`config.mk`:
```
export PLATFORM = sky130hd
export DESIGN_NAME = cp0_ctrl
export DESIGN_NICKNAME = d
export VERILOG_FILES = /design/src/rtl/cp0_pkg.sv /design/src/rtl/cp0_int_sync.sv /design/src/rtl/cp0_ctrl.sv
export SDC_FILE = /design/constraint.sdc
export NUM_CORES = 1
export LEC_CHECK = 0
export ABC_CLOCK_PERIOD_IN_PS = 9150
export BUFFER_PORTS_ARGS = -buffer_cell sky130_fd_sc_hd__buf_2
export CAP_MARGIN = 20
export CORE_ASPECT_RATIO = 0.75
export CORE_MARGIN = 8
export CORE_UTILIZATION = 35
export CTS_CLUSTER_SIZE = 14
export DETAILED_ROUTE_END_ITERATION = 6
export GPL_ROUTABILITY_DRIVEN = 0
export PLACE_DENSITY = 0.61
export SKIP_LAST_GASP = 1
export SLEW_MARGIN = 15
export SYNTH_ARGS = -nofsm -noshare
export SYNTH_HDL_FRONTEND = slang
export SYNTH_HIERARCHICAL = 1
export SYNTH_SLANG_ARGS = --single-unit
```
`constraint.sdc`:
```
create_clock -name clk -period 9.15 [get_ports clk]
set_input_delay 1.83 -clock clk [delete_from_list [all_inputs] [get_ports clk]]
set_output_delay 1.83 -clock clk [all_outputs]
set_load 0.02 [all_outputs]
```
`src/rtl/cp0_pkg.sv`:
```
// CP0 shared constants: register addresses, ExcCodes, field positions, write masks, reset values.
// Pure declarations, no logic; imported by the CP0 control block and its bench-facing consumers.
package cp0_pkg;

  localparam logic [4:0] ADDR_BADVADDR = 5'd8;
  localparam logic [4:0] ADDR_COUNT    = 5'd9;
  localparam logic [4:0] ADDR_COMPARE  = 5'd11;
  localparam logic [4:0] ADDR_STATUS   = 5'd12;
  localparam logic [4:0] ADDR_CAUSE    = 5'd13;
  localparam logic [4:0] ADDR_EPC      = 5'd14;
  localparam logic [4:0] ADDR_PRID     = 5'd15;
  localparam logic [4:0] ADDR_CONFIG   = 5'd16;

  localparam logic [4:0] EXC_INT  = 5'd0;
  localparam logic [4:0] EXC_ADEL = 5'd4;
  localparam logic [4:0] EXC_ADES = 5'd5;
  localparam logic [4:0] EXC_SYS  = 5'd8;
  localparam logic [4:0] EXC_RI   = 5'd10;
  localparam logic [4:0] EXC_OV   = 5'd12;
  localparam logic [4:0] EXC_TR   = 5'd13;

  localparam int STATUS_IE_BIT  = 0;
  localparam int STATUS_EXL_BIT = 1;
  localparam int STATUS_IM_LSB  = 8;
  localparam int CAUSE_EXC_LSB  = 2;
  localparam int CAUSE_IP_LSB   = 8;
  localparam int CAUSE_HWIP_LSB = 10;
  localparam int CAUSE_TI_BIT   = 30;
  localparam int CAUSE_BD_BIT   = 31;

  localparam logic [31:0] STATUS_WMASK = 32'h1000_FF03;
  localparam logic [31:0] CAUSE_WMASK  = 32'h00C0_0300;

  localparam logic [31:0] STATUS_RST = 32'h1000_0000;
  localparam logic [31:0] REG_RST    = 32'h0000_0000;

  // Address-error exceptions are the only ones that latch BadVAddr.
  function automatic logic is_addr_exc(input logic [4:0] code);
    return (code == EXC_ADEL) || (code == EXC_ADES);
  endfunction

endpackage

```
`src/rtl/cp0_int_sync.sv`:
```
// Two-flop synchroniser for asynchronous interrupt lines.
// Latency 2 clk edges; no backpressure, level signals only.
module cp0_int_sync #(
  parameter int WIDTH = 6
) (
  input  logic             clk,
  input  logic             rst,
  input  logic [WIDTH-1:0] din,
  output logic [WIDTH-1:0] dout
);

  logic [WIDTH-1:0] meta_q;

  always_ff @(posedge clk or posedge rst) begin
    if (rst) begin
      meta_q <= '0;
      dout   <= '0;
    end else begin
      meta_q <= din;
      dout   <= meta_q;
    end
  end

endmodule

```
`src/rtl/cp0_ctrl.sv`:
```
// CP0 register block: Count/Compare timer, Status, Cause, EPC, BadVAddr, PRId, Config.
// Writes and exception/eret commits visible the cycle after the edge; reads are combinational; never stalls.
module cp0_ctrl
  import cp0_pkg::*;
#(
  parameter int          HW_INT_NUM     = 6,
  parameter int          TIMER_IRQ_LINE = 5,
  parameter int          COUNT_DIV      = 2,
  parameter logic [31:0] PRID_VAL       = 32'h004C_0102,
  parameter logic [31:0] CONFIG_VAL     = 32'h0000_8000
) (
  input  logic                  clk,
  input  logic                  rst,
  input  logic [4:0]            raddr_i,
  output logic [31:0]           data_o,
  input  logic                  we_i,
  input  logic [4:0]            waddr_i,
  input  logic [31:0]           data_i,
  input  logic [HW_INT_NUM-1:0] int_i,
  input  logic                  exc_valid_i,
  input  logic [4:0]            exc_code_i,
  input  logic [31:0]           exc_pc_i,
  input  logic                  exc_bd_i,
  input  logic [31:0]           exc_badvaddr_i,
  input  logic                  eret_i,
  output logic [31:0]           count_o,
  output logic [31:0]           compare_o,
  output logic [31:0]           status_o,
  output logic [31:0]           cause_o,
  output logic [31:0]           epc_o,
  output logic                  timer_int_o,
  output logic                  int_pending_o
);

  logic [HW_INT_NUM-1:0] int_sync;
  logic [31:0] count_q, compare_q, status_q, epc_q, badvaddr_q, cause_sw_q;
  logic [4:0]  presc_q, exccode_q;
  logic        ti_q, bd_q;
  logic [5:0]  ip_hw;
  logic        presc_wrap, wr_count, wr_compare, wr_status, wr_cause, wr_epc;

  cp0_int_sync #(.WIDTH(HW_INT_NUM)) u_int_sync (
    .clk  (clk),
    .rst  (rst),
    .din  (int_i),
    .dout (int_sync)
  );

  assign wr_count   = we_i && (waddr_i == ADDR_COUNT);
  assign wr_compare = we_i && (waddr_i == ADDR_COMPARE);
  assign wr_status  = we_i && (waddr_i == ADDR_STATUS);
  assign wr_cause   = we_i && (waddr_i == ADDR_CAUSE);
  assign wr_epc     = we_i && (waddr_i == ADDR_EPC);
  assign presc_wrap = (presc_q == 5'(COUNT_DIV - 1));

  always_ff @(posedge clk or posedge rst) begin
    if (rst) begin
      count_q <= REG_RST;
      presc_q <= '0;
    end else if (wr_count) begin
      count_q <= data_i;
      presc_q <= '0;
    end else if (presc_wrap) begin
      count_q <= count_q + 32'd1;
      presc_q <= '0;
    end else begin
      presc_q <= presc_q + 5'd1;
    end
  end

  // Compare write wins over a coincident match so software can always acknowledge the timer.
  always_ff @(posedge clk or posedge rst) begin
    if (rst) begin
      compare_q <= REG_RST;
      ti_q      <= 1'b0;
    end else begin
      if ((count_q == compare_q) && (compare_q != 32'd0))
        ti_q <= 1'b1;
      if (wr_compare) begin
        compare_q <= data_i;
        ti_q      <= 1'b0;
      end
    end
  end

  // Later assignments take precedence: exception over eret over mtc0 on shared fields.
  always_ff @(posedge clk or posedge rst) begin
    if (rst) begin
      status_q   <= STATUS_RST;
      cause_sw_q <= REG_RST;
      epc_q      <= REG_RST;
      badvaddr_q <= REG_RST;
      bd_q       <= 1'b0;
      exccode_q  <= 5'd0;
    end else begin
      if (wr_status) status_q   <= data_i & STATUS_WMASK;
      if (wr_cause)  cause_sw_q <= data_i & CAUSE_WMASK;
      if (wr_epc)    epc_q      <= data_i;
      if (exc_valid_i) begin
        status_q[STATUS_EXL_BIT] <= 1'b1;
        exccode_q                <= exc_code_i;
        if (!status_q[STATUS_EXL_BIT]) begin
          epc_q <= exc_bd_i ? (exc_pc_i - 32'd4) : exc_pc_i;
          bd_q  <= exc_bd_i;
        end
        if (is_addr_exc(exc_code_i))
          badvaddr_q <= exc_badvaddr_i;
      end else if (eret_i) begin
        status_q[STATUS_EXL_BIT] <= 1'b0;
      end
    end
  end

  always_comb begin
    ip_hw = '0;
    for (int k = 0; k < HW_INT_NUM; k++)
      ip_hw[k] = int_sync[k];
    ip_hw[TIMER_IRQ_LINE] = ip_hw[TIMER_IRQ_LINE] | ti_q;
  end

  assign cause_o = cause_sw_q | {bd_q, ti_q, 14'd0, ip_hw, 3'd0, exccode_q, 2'd0};
  assign count_o     = count_q;
  assign compare_o   = compare_q;
  assign status_o    = status_q;
  assign epc_o       = epc_q;
  assign timer_int_o = ti_q;
  assign int_pending_o = (|(status_q[15:8] & cause_o[15:8])) & status_q[STATUS_IE_BIT]
                         & ~status_q[STATUS_EXL_BIT];

  always_comb begin
    case (raddr_i)
      ADDR_BADVADDR: data_o = badvaddr_q;
      ADDR_COUNT:    data_o = count_q;
      ADDR_COMPARE:  data_o = compare_q;
      ADDR_STATUS:   data_o = status_q;
      ADDR_CAUSE:    data_o = cause_o;
      ADDR_EPC:      data_o = epc_q;
      ADDR_PRID:     data_o = PRID_VAL;
      ADDR_CONFIG:   data_o = CONFIG_VAL;
      default:       data_o = 32'd0;
    endcase
  end

endmodule

```
==> results.txt <==
crit path launch type -> primary input
Total Wirelength -> 37.3 mm
post-CTS setup buffer count -> 0
Non-Filler Instances -> 1,503
Die Width -> 204 µm
library cells used by synthesis -> 59
CTS Root Cell -> clkbuf_16
Final Max Tran Viols -> 0
port bufs -> 280
# setup viols final -> 0
All-Layer GR Usage -> 22.7%
critical path's slowest cell -> or3b_2
Syn Inst Count -> 893
WP data required -> 7.32 ns
initial core utilization -> 35.7%
Hold Path Sink -> u_int_sync/dout[1]
outcome -> finished, final reports clean
DR pass1 iterations -> 5
pwr dens -> 233 nW/µm²
Highest Clock Rate -> 186 MHz
Yosys top cell by area -> dfrtp_1
WHS Path Cells -> 0
Worst Min Path Start -> u_int_sync/meta_q[1]
P_leak -> 5.01 nW
dominant synthesized flop cell -> dfrtp_1
commonest cells in the netlist -> dfrtp_1, mux2_2, nand2_1
Layout fillers -> 2,612
CP peak stage delay -> 0.53 ns
area delta synth->final -> 22.5%
worst vdd ir -> 0.0000975 V
first-pass GRT wire length -> 54.4 mm
Seq/Total Area, Yosys -> 45.0%
maxcap violations -> 0
final layout net count -> 1,272
Worst-Skew Late Latency -> 0.43 ns
yosys warns -> 6
DR vias -> 8,176
worst r2r src -> presc_q[1]
vias in the first global route -> 8,143
placed cells -> 1,470
Worst slew margin -> 29.5%
critical-path cell list -> buf_2 > or3b_2 > nor3_2 > buf_4 > a22oi_1 > nand2_1 > buf_2
Post-synth ARST share -> 100%
reg-to-reg endpoint -> count_o[12]
CTS sink count -> 167
die height -> 157 µm
most frequent cell on the critical path -> buf_2
met2 GRT Util -> 32.8%
mapped cell area -> 9300 µm²
Overflow after GRT -> 0
Setup Total Neg Slack -> 0 ns
layout cells sized above 1 -> 37.1%
CP Class -> in -> out
largest net degree at the start of global routing -> 103
CP arrival -> 3.54 ns
Post-CTS Resized -> 0
DR DRC count -> 0
TritonCTS clock tree -> yes
CP top delay family -> simple AND/OR/NAND/NOR gates
CTS H-tree depth -> 4
met3 Resource Use GR -> 6.92%
RSZ-0062 raised after global routing -> false
worst min path class -> reg -> reg
worst-path fanout max -> 32
cts hold-fix bufs -> 0
CTS max path bufs -> 2
grt peak-use layer -> met2
count leader, synth -> dfrtp_1
DR vias/cell -> 5.44
R2R cell count -> 7
Synth top area share -> 44.7%
Period Utilization, post-route -> 58.7%
min Tclk post-route -> 5.37 ns
Reg2Reg Setup Slack -> 6.63 ns
largest cells by area after synthesis -> dfrtp_1, mux2_2, a22oi_1
Worst-Margin Slew -> 1.06 ns
DP Worst Slack -> 3.81 ns
worst setup margin -> 3.78 ns
crit end category -> output pin
Boundary Pins -> 317
row cnt -> 51
synthesis-stage register bit count -> 167
antenna viol nets, final -> 0
wire length per cell -> 24.8 µm
Fin. Hold Viols -> 0
Worst Skew -> 0.0107 ns
die area -> 32,100 µm²
Syn Area/Cell -> 10.4 µm²
CP Buf/Inv Count -> 3
cts bufs inserted -> 17
initial antenna violation count -> 1
1st-iter DRT viols -> 777
Core ar. -> 26,000 µm²
EDFF count, synth -> 0
met1 usage -> 31.8%
Worst-path clk slew -> 0.06 ns
DPL Wire Length -> 29.5 mm
[final cells by class]
type / instances / area (µm²) / share of cell area, %
antenna: 1 / 2.50 / 0.0220
multi-input combinational: 662 / 4700 / 41.3
timing repair buffer: 290 / 1480 / 13.0
clock inverter: 13 / 120 / 1.05
inverter: 7 / 31.3 / 0.275
sequential: 167 / 4180 / 36.7
tap: 344 / 430 / 3.78
clock buffer: 19 / 443 / 3.89
[sequential cells by signal, indices dropped and copies added (netlist names)]
| signal | flops |
|---|---|
| badvaddr_q | 32 |
| bd_q | 1 |
| cause_sw_q | 4 |
| compare_o | 32 |
| count_o | 32 |
| epc_o | 32 |
| exccode_q | 5 |
| presc_q | 5 |
| status_o | 11 |
| timer_int_o | 1 |
| u_int_sync/dout | 6 |
| u_int_sync/meta_q | 6 |
[kinds of logic after synthesis]
family	synth area share, %
other	0.0403
DFF	45.0
AOI/OAI and AO/OA	12.2
and+or+nand+nor	15.9
buffers and inverters	6.40
xor gates and xnor gates	8.76
adders and majority gates	0.538
muxes	11.2
[metrics by stage]
step           utilization, %  area, µm²  hold slack, ns  power [mW]
2_1_floorplan               -       9430           0.331        1.62
6_report                 43.7      11400           0.349        2.65
4_1_cts                  43.7      11400           0.350        2.66
3_3_place_gp             41.6      10800           0.332        1.96
5_1_grt                  43.7      11400           0.355        2.77
3_5_place_dp             41.6      10800           0.335        1.96
[where the power goes]
part | internal, mW | leakage (nW) | switching, mW
clock | 0.385 | 0.276 | 0.314
sequential | 0.902 | 2.00 | 0.269
combinational | 0.315 | 2.73 | 0.467
[worst reg2reg max path: stages, from the launching register on]
cell and delay [ns]:
dfrtp_1 0.39, inv_1 0.07, ha_1 0.15, or4b_4 0.54, nor4_4 0.72, nand2_1 0.20
xor2_1 0.22, o21ai_1 0.07
[worst max-delay path by stage]
stage,end,startpoint,depth (start not counted),slack [ns]
5_1_grt,data_o[28],raddr_i[4],7,3.71
2_1_floorplan,badvaddr_q[0],rst,1,3.14
3_5_place_dp,data_o[28],raddr_i[4],7,3.81
4_1_cts,data_o[28],raddr_i[4],7,3.81
3_3_place_gp,data_o[28],raddr_i[4],7,3.83
6_report,data_o[7],raddr_i[4],7,3.78
[layout by cell type, fill, tap and decap left out, drive strengths merged, types with 3 or more instances in the layout]
| cell type | n |
|---|---|
| nor2 | 22 |
| nand3 | 31 |
| dfrtp | 166 |
| a222oi | 14 |
| clkbuf | 19 |
| o21ai | 39 |
| and4 | 3 |
| a211oi | 24 |
| ha | 4 |
| nand4 | 35 |
| xnor2 | 47 |
| a21oi | 25 |
| nor3 | 20 |
| mux2 | 84 |
| and3 | 8 |
| nor3b | 4 |
| a22oi | 55 |
| nor4b | 3 |
| mux2i | 10 |
| nand2 | 82 |
| clkinv | 6 |
| nand3b | 4 |
| nor2b | 25 |
| xor2 | 46 |
| inv | 11 |
| nor4 | 16 |
| buf | 290 |
| conb | 36 |
[per-layer routing]
| layer | wire, µm | vias up |
|---|---|---|
| met3 | 3260 | 49 |
| met4 | 908 | 0 |
| met2 | 16100 | 384 |
| met1 | 17100 | 4035 |
| met5 | 0 | - |
| li1 | - | 3708 |
Power figures use the tool's default switching activity.
